### src/rtl/keccak_word_packer_if.sv
// Byte-in / word-out bus between a byte source, the word packer and the keccak core.
// The slave modport is the packer side; master is the byte source plus the core's word sink.
interface keccak_word_packer_if;
  logic [7:0]  byte_in;
  logic        byte_valid;
  logic        byte_last;
  logic        byte_ready;
  logic        buffer_full;
  logic [31:0] in;
  logic        in_ready;
  logic        is_last;
  logic [1:0]  byte_num;
  logic        sent;

  modport slave (
    input  byte_in, byte_valid, byte_last, buffer_full,
    output byte_ready, in, in_ready, is_last, byte_num, sent
  );

  modport master (
    output byte_in, byte_valid, byte_last, buffer_full,
    input  byte_ready, in, in_ready, is_last, byte_num, sent
  );
endinterface

### src/rtl/keccak_word_packer.sv
// Packs a byte stream big-endian into 32-bit words for a keccak core, appending an
// all-zero final word when the message length is a multiple of four.
module keccak_word_packer (
  input  logic                       clk,
  input  logic                       reset,
  keccak_word_packer_if.slave        bus,
  output logic [1:0]                 o_dbg_state
);

  // Handshakes: a byte moves on an edge with byte_valid & byte_ready; a word moves
  // on an edge with in_ready & !buffer_full. Word outputs hold steady while stalled.
  typedef enum logic [1:0] {
    ST_ACCUM    = 2'd0,
    ST_SEND     = 2'd1,
    ST_SEND_PAD = 2'd2,
    ST_DONE     = 2'd3
  } state_t;

  state_t      r_state;
  state_t      w_state_nxt;
  logic [1:0]  r_cnt;
  logic [31:0] r_word;
  logic        r_pad;
  logic        r_last;
  logic [1:0]  r_num;

  logic        w_accept;
  logic        w_deliver;
  logic        w_word_done;
  logic [31:0] w_word_wr;
  logic        w_byte_ready;
  logic        w_in_ready;
  logic [31:0] w_in;
  logic        w_is_last;
  logic [1:0]  w_byte_num;
  logic        w_sent;

  always_comb begin
    w_state_nxt  = r_state;
    w_byte_ready = 1'b0;
    w_in_ready   = 1'b0;
    w_in         = '0;
    w_is_last    = 1'b0;
    w_byte_num   = '0;
    w_sent       = 1'b0;
    case (r_state)
      ST_ACCUM: begin
        w_byte_ready = 1'b1;
        if (bus.byte_valid && (bus.byte_last || r_cnt == 2'd3)) w_state_nxt = ST_SEND;
      end
      ST_SEND: begin
        w_in_ready = 1'b1;
        w_in       = r_word;
        w_is_last  = r_last;
        w_byte_num = r_num;
        if (!bus.buffer_full) begin
          if (r_last)     w_state_nxt = ST_DONE;
          else if (r_pad) w_state_nxt = ST_SEND_PAD;
          else            w_state_nxt = ST_ACCUM;
        end
      end
      ST_SEND_PAD: begin
        w_in_ready = 1'b1;
        w_is_last  = 1'b1;
        if (!bus.buffer_full) w_state_nxt = ST_DONE;
      end
      ST_DONE: begin
        w_sent = 1'b1;
      end
      default: w_state_nxt = ST_ACCUM;
    endcase
  end

  // Unwritten lanes stay zero because the word register is cleared on every delivery.
  always_comb begin
    w_word_wr = r_word;
    case (r_cnt)
      2'd0:    w_word_wr[31:24] = bus.byte_in;
      2'd1:    w_word_wr[23:16] = bus.byte_in;
      2'd2:    w_word_wr[15:8]  = bus.byte_in;
      default: w_word_wr[7:0]   = bus.byte_in;
    endcase
  end

  assign w_accept    = (r_state == ST_ACCUM) && bus.byte_valid;
  assign w_deliver   = w_in_ready && !bus.buffer_full;
  assign w_word_done = bus.byte_last || (r_cnt == 2'd3);

  always_ff @(posedge clk) begin
    if (reset) begin
      r_state <= ST_ACCUM;
      r_cnt   <= '0;
      r_word  <= '0;
      r_pad   <= 1'b0;
      r_last  <= 1'b0;
      r_num   <= '0;
    end else begin
      r_state <= w_state_nxt;
      if (w_accept) begin
        r_word <= w_word_wr;
        if (w_word_done) begin
          r_cnt  <= '0;
          // A last byte filling lane 3 still needs a separate empty final word.
          r_last <= bus.byte_last && (r_cnt != 2'd3);
          r_pad  <= bus.byte_last && (r_cnt == 2'd3);
          r_num  <= (bus.byte_last && (r_cnt != 2'd3)) ? r_cnt + 2'd1 : 2'd0;
        end else begin
          r_cnt <= r_cnt + 2'd1;
        end
      end
      if (w_deliver) r_word <= '0;
    end
  end

  assign bus.byte_ready = w_byte_ready;
  assign bus.in_ready   = w_in_ready;
  assign bus.in         = w_in;
  assign bus.is_last    = w_is_last;
  assign bus.byte_num   = w_byte_num;
  assign bus.sent       = w_sent;
  assign o_dbg_state    = r_state;

endmodule

### src/flat_wrapper.sv
// flat-port wrapper written by rule: the top's interface ports become plain ports
module keccak_word_packer_flat 
  (clk, reset, o_dbg_state, bus_byte_in, bus_byte_valid, bus_byte_last, bus_buffer_full, bus_byte_ready, bus_in, bus_in_ready, bus_is_last, bus_byte_num, bus_sent);
  keccak_word_packer_if bus_i ();
  input  logic clk;
  input  logic reset;
  output logic [1:0] o_dbg_state;
  input wire logic [$bits(bus_i.byte_in)-1:0] bus_byte_in;
  input wire logic [$bits(bus_i.byte_valid)-1:0] bus_byte_valid;
  input wire logic [$bits(bus_i.byte_last)-1:0] bus_byte_last;
  input wire logic [$bits(bus_i.buffer_full)-1:0] bus_buffer_full;
  output wire logic [$bits(bus_i.byte_ready)-1:0] bus_byte_ready;
  output wire logic [$bits(bus_i.in)-1:0] bus_in;
  output wire logic [$bits(bus_i.in_ready)-1:0] bus_in_ready;
  output wire logic [$bits(bus_i.is_last)-1:0] bus_is_last;
  output wire logic [$bits(bus_i.byte_num)-1:0] bus_byte_num;
  output wire logic [$bits(bus_i.sent)-1:0] bus_sent;
  assign bus_i.byte_in = bus_byte_in;
  assign bus_i.byte_valid = bus_byte_valid;
  assign bus_i.byte_last = bus_byte_last;
  assign bus_i.buffer_full = bus_buffer_full;
  assign bus_byte_ready = bus_i.byte_ready;
  assign bus_in = bus_i.in;
  assign bus_in_ready = bus_i.in_ready;
  assign bus_is_last = bus_i.is_last;
  assign bus_byte_num = bus_i.byte_num;
  assign bus_sent = bus_i.sent;
  keccak_word_packer u_core (.clk(clk), .reset(reset), .bus(bus_i), .o_dbg_state(o_dbg_state));
endmodule
### config.mk
export PLATFORM = sky130hd
export DESIGN_NAME = keccak_word_packer_flat
export DESIGN_NICKNAME = d
export VERILOG_FILES = /design/src/rtl/keccak_word_packer_if.sv /design/src/rtl/keccak_word_packer.sv /design/src/flat_wrapper.sv
export SDC_FILE = /design/constraint.sdc
export NUM_CORES = 1
export LEC_CHECK = 0
export CORE_AREA = 3 3 78 80
export CTS_CLUSTER_DIAMETER = 80
export DETAILED_ROUTE_END_ITERATION = 10
export DIE_AREA = 0 0 81 83
export GPL_TIMING_DRIVEN = 0
export PLACE_DENSITY_LB_ADDON = 0.3
export REMOVE_ABC_BUFFERS = 1
export SLEW_MARGIN = 5
export SYNTH_ARGS = -nofsm -noshare
export SYNTH_HDL_FRONTEND = slang
export SYNTH_SLANG_ARGS = --single-unit
### constraint.sdc
create_clock -name clk -period 1.71 [get_ports clk]
set_input_delay 0.4275 -clock clk [delete_from_list [all_inputs] [get_ports clk]]
set_output_delay 0.4275 -clock clk [all_outputs]
set_load 0.03 [all_outputs]
==> results.txt <==
outcome -> complete, but fails checks
failing checks -> negative setup slack
die span in y -> 83 µm
largest net degree at the start of global routing -> 33
Placer Congestion -> 0.7572
Core Rows -> 27
pwr dens -> 711.7 nW/µm²
Starting Density -> 34.41%
post-synth cell types -> 27
CTS tree -> done
Max rail drop VDD -> 0.0003636 V
P_sw -> 566.4 µW
Final HPWL DP -> 2751 µm
Fillers -> 527
top cells by area, synth -> dfxtp_1 (43%), mux2i_1 (18%), and2_1 (11%), nor2_1 (7.0%), ha_1 (6.0%)
drt drc -> 0
clock root cell -> clkbuf_8
DRT Pass-1 Iters -> 4
layout cells sized above 1 -> 40.30%
top_reg_cell synth -> dfxtp_1
mean number of vias per cell -> 4.597
Cell Chain, Critical Path -> inv_4 > ha_4 > buf_6 > buf_12 > and2_4 > buf_6
share of the synthesized area in the top cell type -> 42.52%
initial DRC count -> 71
CTS Buf Count -> 5
Worst path max stage delay -> 0.37 ns
Synth Register Bits -> 40
Slew Viols, Final -> 0
crit-path max FO -> 6
Slew headroom -> 69.30%
Routed WL per cell -> 14.30 µm
CP Launch Type -> flip-flop
die width -> 81 µm
first-pass GRT wire length -> 7838 µm
Buf/Inv on CP -> 4
final hold slack -> 0.4653 ns
multi-input logic area -> 1142 µm²
Hold WC Path Type -> flip-flop to flip-flop
crit path DAT -> 1.41 ns
Syn. warnings -> 0
initial antenna violation count -> 0
sequential fraction of the synthesis area -> 42.52%
total power -> 2.028 mW
diodes inserted -> 0
P&R area growth vs syn -> 51.30%
clock skew -> 0.01064 ns
final setup fails -> 35
Comb power frac -> 22.4%
Final Net Count -> 285
CP endpoint kind -> output port
Post-Synthesis Cells -> 198
final hold vios -> 0
critical path class -> flip-flop to output port
IO Count -> 53
Crit path max-delay family -> buffers and inverters
Sum Neg Setup Slack -> -2.123 ns
XOR/XNOR Fraction of Synth Area -> 0%
Leakage -> 1.387 nW
unrepaired setup endpoints after global routing -> yes
total track usage -> 15.14%
Clock power frac -> 28.7%
post-placement cell count -> 312
PnR worst setup slack -> -0.1293 ns
WP data required -> 1.28 ns
most used cell, CP -> buf_6
sequential power share -> 48.9%
adder-cell area share of the yosys netlist -> 5.980%
area share of and/or/nand/nor cells after synthesis -> 24.72%
Synth area leader -> dfxtp_1
worst slew pin tran -> 0.4605 ns
mux share of post-synthesis cell area -> 18.14%
via count -> 1540
largest family of logic cells by synthesized area -> simple AND/OR/NAND/NOR gates
most numerous cell in the Yosys netlist -> dfxtp_1
CTS Buffer Depth -> 2
Final period util -> 107.6%
FF/Latch Area -> 808.3 µm²
Worst-path clk slew -> 0.08 ns
Max Fclk -> 543.7 MHz
Clock Latency Late Sink -> 0.28 ns
ys async rst share -> 0%
max-cap viol count -> 0
internal power -> 1.461 mW
Post-synth EDFFs -> 0
vias in the first global route -> 1516
Antenna Nets Post-Route -> 0
H-tree level count -> 2
core area -> 5473 µm²
Synth Area in Compound Gates -> 5.050%
# clock sinks -> 40
CTS Hold Bufs -> 0
final worst path period need -> 1.839 ns
Slowest cell on crit path -> dfxtp_4
GRT Residual Overflow -> 0
count of buffers from port buffering -> 52
final non-filler cell total -> 335
drt total wl -> 4790 µm
Switching Fraction -> 27.93%
Post-synth top cells -> dfxtp_1 (40), nor2_1 (35), and2_1 (34)
Die ar. -> 6723 µm²
Avg Synthesized Cell Area -> 9.510 µm²
Mapped Area -> 1883 µm²
-- area by class of cell --
cell class                 count  share of cell area (%)
tap                           72                   3.162
clock buffer                   6                   2.547
inverter                       5                  0.8344
timing repair buffer          68                   24.81
sequential                    40                   28.37
multi-input combinational    143                   40.10
clock inverter                 1                  0.1757
-- repair_timing --
item,4_1_cts,5_1_grt
gates cloned,2,0
setup buffers,7,10
endpoints found under the setup margin,75,65
resized for setup,303,15
pin swaps,14,2
-- registers in the layout, summed over array words and instances (netlist names) --
name / flops
u_core.r_pad: 1
u_core.r_num: 2
u_core.r_word: 32
u_core.o_dbg_state: 2
u_core.r_cnt: 2
u_core.r_last: 1
-- kinds of logic after synthesis --
kind of cell	count (synthesis)
adder cells (fa/ha/maj)	9
multiplexers	34
flip-flops	40
buffers and inverters	15
AND/OR/NAND/NOR	85
AO/OA/AOI/OAI	15
-- worst reg2reg max path, cell delays in order (launching register included) --
cell and delay [ns]:
dfxtp_4 0.37, inv_4 0.07, ha_4 0.19, buf_4 0.15, nand2_4 0.05, or4b_1 0.51
a21oi_1 0.15
-- worst paths after layout --
kind / slack [ns] / cells past startpoint / from / to
max: -0.13 / 6 / u_core.o_dbg_state[1] / bus_in[16]
min: 0.47 / 2 / u_core.r_pad / u_core.r_pad
max reg2reg: 0.12 / 6 / u_core.o_dbg_state[0] / u_core.r_cnt[1]
min reg2reg: 0.47 / 2 / u_core.r_pad / u_core.r_pad
-- cells in the final DEF, fill, tap and decap left out, types with 2 or more instances in the layout --
cell type and count:
dfxtp_4 2, and2_1 4, buf_6 35, a22oi_1 2, buf_12 2, inv_4 2, a21oi_1 4, mux2i_1 33
nor2b_1 2, dfxtp_1 38, ha_1 5, ha_2 2, inv_1 3, ha_4 2, clkbuf_8 5, and2_4 30
nor2_1 35, nand2b_1 2, buf_4 14, clkdlybuf4s50_1 11, dlygate4sd2_1 3, o21a_1 2, nand2_1 3, nand3_2 4
-- stage by stage --
stage               cell area, µm²  utilization [%]  setup WS, ns
floorplan                     1834                -       -0.4724
global placement              2445            44.67        -1.087
detailed placement            2445            44.67        -1.132
CTS                           2798            51.12       -0.1673
global route                  2849            52.06       -0.1765
finish                        2849            52.06       -0.1293
-- power by group through the flow --
stage	Clock (mW)	Combinational (mW)	Sequential [mW]
floorplan	0	0.187	1.01
global route	0.644	0.493	0.996
finish	0.582	0.455	0.991
CTS	0.605	0.449	0.989
detailed placement	0	0.315	1.01
global placement	0	0.312	1.01
-- routing by layer --
metal	track usage (%)	vias up	wire, µm
li1	-	781	-
met1	20.00	722	2215
met2	24.42	35	2341
met3	3.905	2	209
met4	3.687	0	23
met5	0	-	0
(Power assumes the default switching activity.)
